### src/rtl/jit_cf_pkg.sv
// Shared types and constants for the JIT control-flow inverse block.
package jit_cf_pkg;

    typedef enum logic [1:0] {
        IDLE   = 2'd0,
        UNWIND = 2'd1,
        SOLVE  = 2'd2,
        DONE   = 2'd3
    } state_t;

    // Forward branch increments: a==b adds EQ_OFF, otherwise NE_OFF.
    localparam int EQ_OFF         = 1;
    localparam int NE_OFF         = 2;
    localparam int DEF_LOOP_ITERS = 4;
    localparam int DEF_STEP       = 1;

endpackage

### src/rtl/jit_cf_inv_solve.sv
// Combinational branch resolver: given the pre-loop value x and operand a,
// returns the candidate b and whether zero, one or two solutions exist.
module jit_cf_inv_solve
    import jit_cf_pkg::*;
#(
    parameter int WIDTH = 8
) (
    input  logic [WIDTH-1:0] x,
    input  logic [WIDTH-1:0] a,
    output logic [WIDTH-1:0] b,
    output logic             found,
    output logic             ambig
);

    logic [WIDTH-1:0] c1;
    logic [WIDTH-1:0] c2;
    logic             v1;
    logic             v2;

    assign c1 = x - a - WIDTH'(EQ_OFF);
    assign c2 = x - a - WIDTH'(NE_OFF);

    // c1 only counts if it really is the equal-branch case; c2 only if it is not.
    assign v1 = (c1 == a);
    assign v2 = (c2 != a);

    assign b     = v1 ? c1 : (v2 ? c2 : '0);
    assign found = v1 | v2;
    assign ambig = v1 & v2;

endmodule

### src/rtl/jit_control_flow_inv.sv
// Sequential inverse of the JIT control-flow datapath: unwinds the
// accumulate loop one step per cycle, then resolves the branch.
module jit_control_flow_inv
    import jit_cf_pkg::*;
#(
    parameter int WIDTH      = 8,
    parameter int LOOP_ITERS = DEF_LOOP_ITERS,
    parameter int STEP       = DEF_STEP
) (
    input  logic             clk,
    input  logic             rst_n,
    input  logic             in_valid,
    output logic             in_ready,
    input  logic [WIDTH-1:0] in_out,
    input  logic [WIDTH-1:0] in_a,
    output logic             res_valid,
    input  logic             res_ready,
    output logic [WIDTH-1:0] res_b,
    output logic             res_found,
    output logic             res_ambig
);

    localparam int CNT_W = (LOOP_ITERS > 1) ? $clog2(LOOP_ITERS) : 1;
    localparam logic [CNT_W-1:0] LAST = CNT_W'(LOOP_ITERS - 1);

    state_t           state;
    state_t           state_nxt;
    logic [CNT_W-1:0] cnt;
    logic [WIDTH-1:0] x_q;
    logic [WIDTH-1:0] a_q;
    logic [WIDTH-1:0] sol_b;
    logic             sol_found;
    logic             sol_ambig;

    jit_cf_inv_solve #(.WIDTH(WIDTH)) u_solve (
        .x     (x_q),
        .a     (a_q),
        .b     (sol_b),
        .found (sol_found),
        .ambig (sol_ambig)
    );

    always_ff @(posedge clk or negedge rst_n) begin
        if (!rst_n) state <= IDLE;
        else        state <= state_nxt;
    end

    always_comb begin
        state_nxt = state;
        in_ready  = 1'b0;
        case (state)
            IDLE: begin
                in_ready = 1'b1;
                if (in_valid) state_nxt = UNWIND;
            end
            UNWIND:  if (cnt == LAST) state_nxt = SOLVE;
            SOLVE:   state_nxt = DONE;
            DONE:    if (res_ready) state_nxt = IDLE;
            default: state_nxt = IDLE;
        endcase
    end

    // Result registers keep their last value after the handshake.
    always_ff @(posedge clk or negedge rst_n) begin
        if (!rst_n) begin
            cnt       <= '0;
            x_q       <= '0;
            a_q       <= '0;
            res_valid <= 1'b0;
            res_b     <= '0;
            res_found <= 1'b0;
            res_ambig <= 1'b0;
        end else begin
            case (state)
                IDLE: begin
                    if (in_valid) begin
                        x_q <= in_out;
                        a_q <= in_a;
                        cnt <= '0;
                    end
                end
                UNWIND: begin
                    x_q <= x_q - WIDTH'(STEP);
                    cnt <= cnt + CNT_W'(1);
                end
                SOLVE: begin
                    res_b     <= sol_b;
                    res_found <= sol_found;
                    res_ambig <= sol_ambig;
                    res_valid <= 1'b1;
                end
                DONE: begin
                    if (res_ready) res_valid <= 1'b0;
                end
                default: ;
            endcase
        end
    end

endmodule
### config.mk
export PLATFORM = sky130hd
export DESIGN_NAME = jit_control_flow_inv
export DESIGN_NICKNAME = d
export VERILOG_FILES = /design/src/rtl/jit_cf_pkg.sv /design/src/rtl/jit_cf_inv_solve.sv /design/src/rtl/jit_control_flow_inv.sv
export SDC_FILE = /design/constraint.sdc
export NUM_CORES = 1
export LEC_CHECK = 0
export ABC_AREA = 1
export CAP_MARGIN = 20
export CORE_AREA = 10 10 78 80
export CTS_CLUSTER_DIAMETER = 40
export DETAILED_ROUTE_END_ITERATION = 8
export DIE_AREA = 0 0 88 90
export PLACE_DENSITY_LB_ADDON = 0.08
export SYNTH_ARGS = -nofsm -noshare
export SYNTH_HDL_FRONTEND = slang
export SYNTH_HIERARCHICAL = 1
export SYNTH_SLANG_ARGS = --single-unit
export TNS_END_PERCENT = 30
### constraint.sdc
create_clock -name clk -period 4.8 [get_ports clk]
set_input_delay 0.72 -clock clk [delete_from_list [all_inputs] [get_ports clk]]
set_output_delay 0.72 -clock clk [all_outputs]
set_load 0.02 [all_outputs]
* Word level (Yosys, flattened, before mapping) *
Index checks and enable logic that the tools add are counted.

storage, ports and cells
  logic and storage cells = 44
  output and inout bits = 12
  bits in registers = 31

operators by class
  bitwise gates (word level) = 2
  $add $sub $neg = 5
  eq/ne operators = 9
  reduce and logical (&&, ||, !) cells = 7
  muxes and demuxes = 13

operator list
  kind                 count
  $mux 8               3
  $pmux 8 s2           1
  $sub 8x1->8 const B  2
  $eq 8x8->1           1
  $mux 2               4
  $ne 8x8->1           1
  $pmux 2 s4           1
  $sub 8x2->8 const B  1
  $sub 8x8->8          1
  $eq 2x2->1 const B   3
  $ne 2x2->1 const B   3
  $reduce_and 2->1     3
  $pmux 2 s2           1
  $reduce_bool 2->1    2
  $reduce_and 3->1     1
  $add 2x1->2 const B  1
  $eq 2x1->1 const B   1
  $logic_not 2->1      1
  $mux 1               2
  $pmux 1 s2           1
  $and 1x1->1          1
  $or 1x1->1           1

* Longest topological paths before layout *
  depth after elaboration = 5
  mapped depth = 23
  mapped depth without buffers = 23

* By module *
Netlist, hierarchy kept.

by module, submodules not included
  module                seq. area each (um^2)  area each (um^2)  instances  cells each
  jit_control_flow_inv  775.7                  1,496.4           1          150
  jit_cf_inv_solve      0.0                    1,234.9           1          238

* Worst setup path after synthesis *
Ideal clock, no wire load.

  path type = reg2reg
  start point = reg a_q[0]
  end point = reg res_b[1]
  arrival time = 2,900 ps
  buffers on the path = 0
  setup slack = 1,776 ps
  stages on the path, launching flop included = 20
  cells stage by stage = dfrtp_1 > ha_1 > inv_1 > fa_1 > inv_1 > ha_1 > inv_2 > a21oi_2 > inv_1 > nand2_1 > nand2_1 > nand2_1 > nand3_1 > nor2_1 > nand2_1 > nor2_4 > nand2_4 > nand3_1 > nand2_1 > mux2_2

between the ends
  longest elaborated chain between the ends = 5
  elaborated cells on any way between the ends = 7
  classes of those cells = add/sub: 3; eq/ne: 2; mux: 2

RTL lines
  what                      line                                            text
  start: declaration        jit_control_flow_inv.sv:30                      logic [WIDTH-1:0] a_q;
  start signal: assignment  jit_control_flow_inv.sv:78                      a_q <= in_a;
  $sub 8x8->8               jit_cf_inv_solve.sv:20, jit_cf_inv_solve.sv:21
  $sub 8x2->8               jit_cf_inv_solve.sv:21                          assign c2 = x - a - WIDTH'(NE_OFF);
  $ne 8x8->1                jit_cf_inv_solve.sv:25                          assign v2 = (c2 != a);
  $mux 8                    jit_cf_inv_solve.sv:27                          assign b = v1 ? c1 : (v2 ? c2 : '0);
  $mux 8 (*)                jit_cf_inv_solve.sv:27
  named net sol_b[1]        jit_control_flow_inv.sv:31                      logic [WIDTH-1:0] sol_b;
  end signal: assignment    jit_control_flow_inv.sv:87                      res_b <= sol_b;
  end: declaration          jit_control_flow_inv.sv:18                      output logic [WIDTH-1:0] res_b,

Mark *: on every way through the listed nets, which the timed path passes. The rest lies on a longest branch.
A chain may end at the register's enable or synchronous reset.

* Worst setup path in the final report *
  start point = reg x_q[0]
  end point = reg res_b[0]

between the ends
  longest elaborated chain between the ends = 5
  elaborated cells on any way between the ends = 7
  classes of those cells = add/sub: 3; eq/ne: 2; mux: 2

RTL lines
  what                      line                                            text
  start: declaration        jit_control_flow_inv.sv:29                      logic [WIDTH-1:0] x_q;
  start signal: assignment  jit_control_flow_inv.sv:77                      x_q <= in_out;
  start signal: assignment  jit_control_flow_inv.sv:83                      x_q <= x_q - WIDTH'(STEP);
  $sub 8x8->8 (*)           jit_cf_inv_solve.sv:20, jit_cf_inv_solve.sv:21
  $sub 8x2->8               jit_cf_inv_solve.sv:21
  $ne 8x8->1                jit_cf_inv_solve.sv:25
  $mux 8                    jit_cf_inv_solve.sv:27
  $mux 8 (*)                jit_cf_inv_solve.sv:27
  named net sol_b[0]        jit_control_flow_inv.sv:31

Marked as above.

==> flow_summary_export.csv <==
group,metric,value,unit
worst_setup_path,worstPathArrival,3.60,ns
timing,setup_viol,0,
route,count_of_unresolved_drc_violations_after_routing,0,
final_layout,post-route-util,69.3,%
clocking,cts.clk_slew.worst_paths,0.07,ns
clocking,tritoncts.num_buffers,5,
route,drt.antenna.violating_nets,0,
timing,timing.slew.headroom,63.5,%
worst_hold_path,holdPathStages,1,
clocking,worst_skew_pair.late_latency,0.29,ns
yosys,synth_warnings,6,
route,detail_route.first_pass.iterations,4,
floorplanning,chipHeight,90,um
timing,hold_slack,0.509,ns
timing,hold_viol_final,0,
worst_hold_path,hold_path_origin,"cnt[0]",
clocking,clock_path_buffers,2,
clocking,post_cts_buffers,0,
global_route,grt_pass1_wl,11.5,mm
route,route.detailed.wl_per_inst,13.6,um
yosys,post_syn_area_per_cell,7.04,um2
clocking,clock_sink_count,31,
worst_setup_path,crit-reg2reg-launch,"x_q[0]",
timing,setup_tns,0,ns
place,place_inst,470,
timing,timing.final.crit_share,71.3,%
clocking,post_cts_hold_buffer_count,0,
yosys,netlist_instances,388,
yosys,synth-edff-count,0,
worst_setup_path,cp_data_required_time,4.98,ns
global_route,grt_max_degree,32,
final_layout,count_of_inserted_antenna_diode_cells,0,
floorplanning,row_count,25,
yosys,post_synthesis_async_set_or_reset_flop_share,100,%
route,totalWireLength,6.52,mm
yosys,synth_fp_nets,426,
timing,fmax,292,MHz
route,first_iter_violations,191,
floorplanning,start_util,59.4,%
yosys,ys_ff_latch,31,
run,cap_viol_max_count,0,
floorplanning,floorplan.die.width,88,um
route,detailroute.via_count,2582,
place,routability_congestion_estimate,0.965,
final_layout,layout-area-overhead-vs-synth,16.7,%
global_route,number_of_global_route_vias_before_repair,2564,
yosys,synthesis.area,0.00273,mm2
timing,rsz_0062_raised_after_global_routing,"false",
global_route,initial_antenna_violation_count,0,
clocking,post_cts.resized_instances,0,
place,port-buffer-count,31,
worst_setup_path,path_max_fanout,9,
timing,worst_clock_skew,0.00971,ns
run_status,outcome,"completed",
final_layout,fin_cells,478,
worst_hold_path,hold_path_end,"cnt[0]",
worst_setup_path,r2r_end,"res_b[0]",
yosys,yosys_most_used_dff,"sky130_fd_sc_hd__dfrtp_1",
worst_setup_path,setup.worst_path.class,"reg2reg",
yosys,synth.largest_area_cell,"sky130_fd_sc_hd__dfrtp_1",
worst_setup_path,worst_reg_to_reg_path_cell_count,20,
final_layout,nNetsFinal,461,
yosys,synthDistinctLibCells,34,
floorplanning,top_level_ports,32,
final_layout,final_layout_size_suffix_gt1_share,15.3,%
global_route,grt_use_total,17.5,%
clocking,cts_max_level,2,
timing,worst_slew_pin_slew,0.548,ns
global_route,grt_overflow_total,0,
timing,period_minus_slack,3.42,ns
floorplanning,die-area,0.00792,mm2
worst_setup_path,regToRegSetupSlack,1.38,ns
yosys,synth.yosys.seq_area_share,28.4,%
worst_hold_path,worst_hold_path_type,"reg2reg",
yosys,synth.top_cells.by_area,"sky130_fd_sc_hd__dfrtp_1 (28%), sky130_fd_sc_hd__nand2_1 (16%), sky130_fd_sc_hd__nand3_1 (8.4%)",
route,vias_per_cell,5.40,
yosys,synth_top_cell_area_share,28.4,%
worst_setup_path,crit_path_capture_type,"register",
clocking,cell_chosen_for_the_clock_root,"sky130_fd_sc_hd__clkbuf_8",
worst_setup_path,timing.critical_path.from_type,"register",
clocking,cts_tree,"built",
floorplanning,coreArea,0.00460,mm2
timing,finalMaxSlewViolations,0,
place,hpwl,5.29,mm
## area by class of cell
class                           instances  area, um2
Clock buffer                            7       96.3
Clock inverter                          1       7.51
Fill cell                             384       1410
Inverter                               59        224
Multi-Input combinational cell        294       1700
Sequential cell                        31        776
Tap cell                               54       67.6
Timing Repair Buffer                   32        318
## critical path: stages, from the launching register on
cell	delay [ns]
sky130_fd_sc_hd__dfrtp_1	0.38
sky130_fd_sc_hd__inv_1	0.06
sky130_fd_sc_hd__ha_1	0.17
sky130_fd_sc_hd__inv_1	0.13
sky130_fd_sc_hd__fa_1	0.45
sky130_fd_sc_hd__inv_1	0.22
sky130_fd_sc_hd__ha_1	0.34
sky130_fd_sc_hd__inv_2	0.09
sky130_fd_sc_hd__a21oi_2	0.21
sky130_fd_sc_hd__inv_1	0.06
sky130_fd_sc_hd__nand2_1	0.08
sky130_fd_sc_hd__nand2_1	0.08
sky130_fd_sc_hd__nand2_1	0.06
sky130_fd_sc_hd__nand3_1	0.07
sky130_fd_sc_hd__nor2_1	0.12
sky130_fd_sc_hd__nand2_1	0.10
sky130_fd_sc_hd__nor2_4	0.16
sky130_fd_sc_hd__nand2_4	0.11
sky130_fd_sc_hd__nand3_1	0.10
sky130_fd_sc_hd__nand2_1	0.05
sky130_fd_sc_hd__mux2_2	0.26
## stage by stage
stage / instance area [um2] / setup slack (ns)
floorplan: 2730 / 1.78
global route: 3190 / 1.02
CTS: 3190 / 1.36
finish: 3190 / 1.38
detailed placement: 3080 / 1.40
global placement: 3080 / 1.51
## cells in the mapped netlist (all sizes together), types with 2 or more instances
master,instances
a21oi,6
buf,4
dfrtp,31
ha,17
inv,59
mux2,18
nand2,132
nand3,51
nand4,10
nor2,30
o21ai,17
o22ai,4
xor2,2
## cells by family after synthesis
| logic type | count (synthesis) | synth area share, % |
|---|---|---|
| and+or+nand+nor | 226 | 38.3 |
| adders and majority gates | 18 | 8.52 |
| AOI/OAI and AO/OA | 29 | 7.01 |
| buffers and inverters | 63 | 9.39 |
| DFF | 31 | 28.4 |
| xor gates and xnor gates | 3 | 0.962 |
| muxes | 18 | 7.42 |
## worst max path at each step
stage | from | to | slack (ns)
floorplan | a_q[0] | res_b[1] | 1.78
global placement | x_q[0] | res_b[6] | 1.51
detailed placement | a_q[0] | res_b[0] | 1.40
CTS | x_q[0] | res_b[0] | 1.36
global route | x_q[0] | res_b[2] | 1.02
finish | x_q[0] | res_b[0] | 1.38
## layer usage
layer / GRT usage [%] / wire length (um) / vias to the layer above
met1: 21.5 / 2900 / 1178
met4: 5.59 / 122 / 0
met2: 28.3 / 3160 / 60
met5: 0 / 0 / -
met3: 4.78 / 337 / 13
li1: - / - / 1331
## sequential cells by signal, summed over array words and instances (netlist names)
register,flops
a_q,8
cnt,2
res_valid,1
res_found,1
res_b,8
state,2
res_ambig,1
x_q,8
## cell usage in the layout (no fill, tap or decap), types with 2 or more instances in the layout
| master | count |
|---|---|
| sky130_fd_sc_hd__nand2_1 | 119 |
| sky130_fd_sc_hd__inv_1 | 50 |
| sky130_fd_sc_hd__nand3_1 | 46 |
| sky130_fd_sc_hd__dfrtp_1 | 31 |
| sky130_fd_sc_hd__clkdlybuf4s50_1 | 31 |
| sky130_fd_sc_hd__nor2_1 | 26 |
| sky130_fd_sc_hd__mux2_2 | 18 |
| sky130_fd_sc_hd__ha_1 | 17 |
| sky130_fd_sc_hd__nand2_2 | 10 |
| sky130_fd_sc_hd__o21ai_0 | 10 |
| sky130_fd_sc_hd__nand4_1 | 10 |
| sky130_fd_sc_hd__inv_2 | 8 |
| sky130_fd_sc_hd__clkbuf_8 | 7 |
| sky130_fd_sc_hd__o21ai_1 | 4 |
| sky130_fd_sc_hd__nand3_2 | 4 |
| sky130_fd_sc_hd__a21oi_1 | 3 |
| sky130_fd_sc_hd__o21ai_2 | 3 |
| sky130_fd_sc_hd__o22ai_1 | 3 |
| sky130_fd_sc_hd__nand2_4 | 3 |
| sky130_fd_sc_hd__a21oi_2 | 2 |
| sky130_fd_sc_hd__xor2_1 | 2 |
| sky130_fd_sc_hd__nor2_4 | 2 |
| sky130_fd_sc_hd__nor2_2 | 2 |
Power is left out: the tool's default activity adds up to more than one toggle a clock period on the data nets, which glitch-free logic cannot reach.
==> RTL edit 1, RTL diff (same settings) <==
The 4 states of `state_t` get a one-hot encoding in 4 bits.
--- a/src/rtl/jit_cf_pkg.sv
+++ b/src/rtl/jit_cf_pkg.sv
@@ -3,7 +3,7 @@
 
-    typedef enum logic [1:0] {
-        IDLE   = 2'd0,
-        UNWIND = 2'd1,
-        SOLVE  = 2'd2,
-        DONE   = 2'd3
+    typedef enum logic [3:0] {
+        IDLE   = 4'b0001,
+        UNWIND = 4'b0010,
+        SOLVE  = 4'b0100,
+        DONE   = 4'b1000
     } state_t;
Check against the original RTL: no difference found for any inputs over 10 cycles, from zero or initial values and one cycle with rst_n low; not proved beyond that.
==> RTL edit 1 against the unedited design <==
  * Wire length is 4.0% higher
  * Design area is 2.5% higher
  * Worst setup slack better by 0.041 ns
  * Critical path depth is 1 lower
  * Sequential cell count is 2 higher
  * Synthesized cell count is 6.7% higher
  * Synthesized area is 3.2% higher
Power is left out: the tool's default activity adds up to more than one toggle a clock period on the data nets, which glitch-free logic cannot reach.
==> RTL edit 1: results (changes against the unedited design) <==
| Metric | Value |
|---|---|
| Placement Cell Area | `0.003166 mm^2 (was 0.003084 mm^2)` |
| Depth of the most critical reg-to-reg path | `19 (was 20)` |
| Transition time of the tightest slew-check pin | `0.4166 ns (was 0.5479 ns)` |
| Sequential share of cell area | `0.2532 (was 0.2433)` |
| Minimum setup slack among reg-to-reg paths | `1.42 ns (was 1.38 ns)` |
| Wire length of the first global-routing pass | `11.81 mm (was 11.52 mm)` |
| Post-synthesis cell area | `0.002819 mm^2 (was 0.002731 mm^2)` |
| Beginning of the worst hold path | `cnt[1] (was cnt[0])` |
| Outcome | `finished clean (unchanged)` |
| Complex-gate fraction of the synthesized area | `0.03950 (was 0.07009)` |
| Multi-input gates | `318 (was 294)` |
| Terminating pin of the worst hold path | `cnt[1] (was cnt[0])` |
| Synthesized area per cell | `6.809 um^2 (was 7.040 um^2)` |
| Global router's overall resource usage | `0.1809 (was 0.1746)` |
| Beginning of the worst register-to-register path | `a_q[0] (was x_q[0])` |
| Top post-synthesis cells by count | `sky130_fd_sc_hd__nand2_1 (151), sky130_fd_sc_hd__nand3_1 (55), sky130_fd_sc_hd__inv_1 (50) (was sky130_fd_sc_hd__nand2_1 (119), sky130_fd_sc_hd__inv_1 (50), sky130_fd_sc_hd__nand3_1 (46))` |
| Final net count | `482 (was 461)` |
| Buffering stage count on the worst path with inverters included | `4 (was 5)` |
| Mux cell area share after synthesis | `0.04927 (was 0.07421)` |
| Number of standard cells in the final layout excluding fillers | `504 (was 478)` |
| Count of placed standard cells including taps | `496 (was 470)` |
| Vias in the first global route | `2,687 (was 2,564)` |
| Seq. cell area | `827.0 um^2 (was 775.7 um^2)` |
| PnR worst setup slack | `1.419 ns (was 1.378 ns)` |
| Largest net degree at the start of global routing | `34 (was 32)` |
| Dominant cells by area after synthesis | `sky130_fd_sc_hd__dfrtp_1 (28%), sky130_fd_sc_hd__nand2_1 (20%), sky130_fd_sc_hd__nand3_1 (9.8%) (was sky130_fd_sc_hd__dfrtp_1 (28%), sky130_fd_sc_hd__nand2_1 (16%), sky130_fd_sc_hd__nand3_1 (8.4%))` |
| Worst reg2reg path endpoint | `res_b[7] (was res_b[0])` |
| Worst Path Arrival | `3.56 ns (was 3.60 ns)` |
| WHS Path Cells | `2 (was 1)` |
| Sequential element share of the synthesized area | `0.2934 (was 0.2840)` |
| Net Count, Synth | `447 (was 426)` |
| Buffering overhead | `0.09728 (was 0.09969)` |
| Share of cells above drive strength 1 | `0.1333 (was 0.1533)` |
| Hold Worst Slack | `0.4862 ns (was 0.5087 ns)` |
| Number of flip-flops and latches | `33 (was 31)` |
| Routability congestion estimate from global placement | `0.9523 (was 0.9650)` |
RTL edit 1: changes by cell type after synthesis, moves of 5 or more:
cell,before,now
sky130_fd_sc_hd__nand2_1,119,151
sky130_fd_sc_hd__mux2_2,18,3
sky130_fd_sc_hd__nand3_1,46,55
sky130_fd_sc_hd__mux2_4,0,7
sky130_fd_sc_hd__o21ai_0,10,4
sky130_fd_sc_hd__ha_1,17,12
RTL edit 1: worst max path at each step:
stage / cells past startpoint / from / end
6_report: 19 / a_q[0] / res_b[7]
5_1_grt: 19 / a_q[0] / res_b[6]
4_1_cts: 19 / a_q[0] / res_b[7]
3_5_place_dp: 19 / a_q[0] / res_b[7]
3_3_place_gp: 19 / a_q[0] / res_b[5]
2_1_floorplan: 19 / a_q[0] / res_b[0]
RTL edit 1: routing by layer:
layer	GRT usage	vias up	wire length, um
met5	0	-	0
met4	0.09441	0	211
met3	0.04422	17	295
met2	0.2949	69	3267
met1	0.2103	1268	3001
li1	-	1397	-
==> RTL edit 2, RTL diff (config.mk and constraints unchanged) <==
Without the edit above. `WIDTH` is set to 8 in 2 places; all go to 6.
--- a/src/rtl/jit_cf_inv_solve.sv
+++ b/src/rtl/jit_cf_inv_solve.sv
@@ -5,3 +5,3 @@
 #(
-    parameter int WIDTH = 8
+    parameter int WIDTH = 6
 ) (
--- a/src/rtl/jit_control_flow_inv.sv
+++ b/src/rtl/jit_control_flow_inv.sv
@@ -5,3 +5,3 @@
 #(
-    parameter int WIDTH      = 8,
+    parameter int WIDTH      = 6,
     parameter int LOOP_ITERS = DEF_LOOP_ITERS,
Interface: changed (resized in_a, in_out and res_b); port bits go from 32 to 26. No check against the original RTL was run, so the function may have changed too.
==> RTL edit 2 against the unedited design <==
  * Wire length is 27% lower
  * Hold slack worse by 0.021 ns
  * Die area stayed put
  * First-iteration DRC count is 33% lower
  * Design area is 24% lower
  * Worst setup slack better by 0.33 ns
  * Sequential cell count is 6 lower
  * Synthesized area is 24% lower
  * Critical path type unchanged
  * Utilization is 17 points lower
Power is left out: the tool's default activity adds up to more than one toggle a clock period on the data nets, which glitch-free logic cannot reach.
==> RTL edit 2: results (changes against the unedited design) <==
| Metric | Value |
|---|---|
| Outcome | `finished clean (unchanged)` |
| Layout inverter count without the clock tree | `39 (was 59)` |
| Dominant cells by area after synthesis | `sky130_fd_sc_hd__dfrtp_1 (30%), sky130_fd_sc_hd__nand2_1 (18%), sky130_fd_sc_hd__nand3_1 (10%) (was sky130_fd_sc_hd__dfrtp_1 (28%), sky130_fd_sc_hd__nand2_1 (16%), sky130_fd_sc_hd__nand3_1 (8.4%))` |
| Mux cell area share after synthesis | `0.04358 (was 0.07421)` |
| Number of input and output port buffers inserted | `25 (was 31)` |
| Met2 GRT Util | `0.2124 (was 0.2834)` |
| Synthesized-area fraction occupied by adder cells | `0.09443 (was 0.08520)` |
| Cts bufs inserted | `3 (was 5)` |
| DR vias/cell | `4.987 (was 5.402)` |
| WHS Path Cells | `2 (was 1)` |
| Beginning of the worst hold path | `cnt[1] (was cnt[0])` |
| Worst max-slew margin expressed relative to the limit | `0.6683 (was 0.6347)` |
| Syn Inst Count | `296 (was 388)` |
| Largest net degree at the start of global routing | `26 (was 32)` |
| Placement Cell Area | `0.002369 mm^2 (was 0.003084 mm^2)` |
| Slowest CP cell | `sky130_fd_sc_hd__dfrtp_1 (was sky130_fd_sc_hd__fa_1)` |
| Clock insertion delay at the later pin of the skew report | `0.27 ns (was 0.29 ns)` |
| Net Count, Synth | `327 (was 426)` |
| Depth of the most critical reg-to-reg path | `18 (was 20)` |
| H-tree levels | `1 (was 2)` |
| Top post-synthesis cells by count | `sky130_fd_sc_hd__nand2_1 (97), sky130_fd_sc_hd__nand3_1 (43), sky130_fd_sc_hd__inv_1 (37) (was sky130_fd_sc_hd__nand2_1 (119), sky130_fd_sc_hd__inv_1 (50), sky130_fd_sc_hd__nand3_1 (46))` |
| Count of cell types in the netlist | `31 (was 34)` |
| Post-layout util | `0.5257 (was 0.6933)` |
| Clock sink count | `25 (was 31)` |
| Final-layout fill cell count | `489 (was 384)` |
| Sequential element share of the synthesized area | `0.3027 (was 0.2840)` |
| Share of cells above drive strength 1 | `0.1115 (was 0.1533)` |
| Met1 Track Usage GR | `0.1696 (was 0.2150)` |
| Multi-input gates | `229 (was 294)` |
| Max Fanout on Critical Path | `7 (was 9)` |
| Area taken by multi-input logic gates | `0.001269 mm^2 (was 0.001699 mm^2)` |
| Via total after detailed routing | `1,880 (was 2,582)` |
| Routability congestion estimate from global placement | `0.8616 (was 0.9650)` |
| Buffering overhead | `0.1066 (was 0.09969)` |
| GR Layer Usage met3 | `0.02437 (was 0.04783)` |
| Place WS | `1.729 ns (was 1.396 ns)` |
[RTL edit 2: cell types whose count changed after synthesis, moves of 6 or more]
cell	unedited run	this run
sky130_fd_sc_hd__nor2_1	26	13
sky130_fd_sc_hd__inv_1	50	37
sky130_fd_sc_hd__mux2_2	18	8
sky130_fd_sc_hd__inv_2	8	1
sky130_fd_sc_hd__nand2_1	119	97
sky130_fd_sc_hd__dfrtp_1	31	25
[RTL edit 2: how the worst max path moves through the flow]
stage                       from       end  slack [ns]  cells past startpoint
after floorplan           a_q[0]  res_b[0]        2.05                     18
after global placement    a_q[0]  res_b[3]        1.83                     18
after detailed placement  a_q[0]  res_b[3]        1.73                     18
after CTS                 a_q[0]  res_b[3]        1.70                     18
after global routing      x_q[0]  res_b[3]        1.39                     19
final                     a_q[0]  res_b[3]        1.70                     18
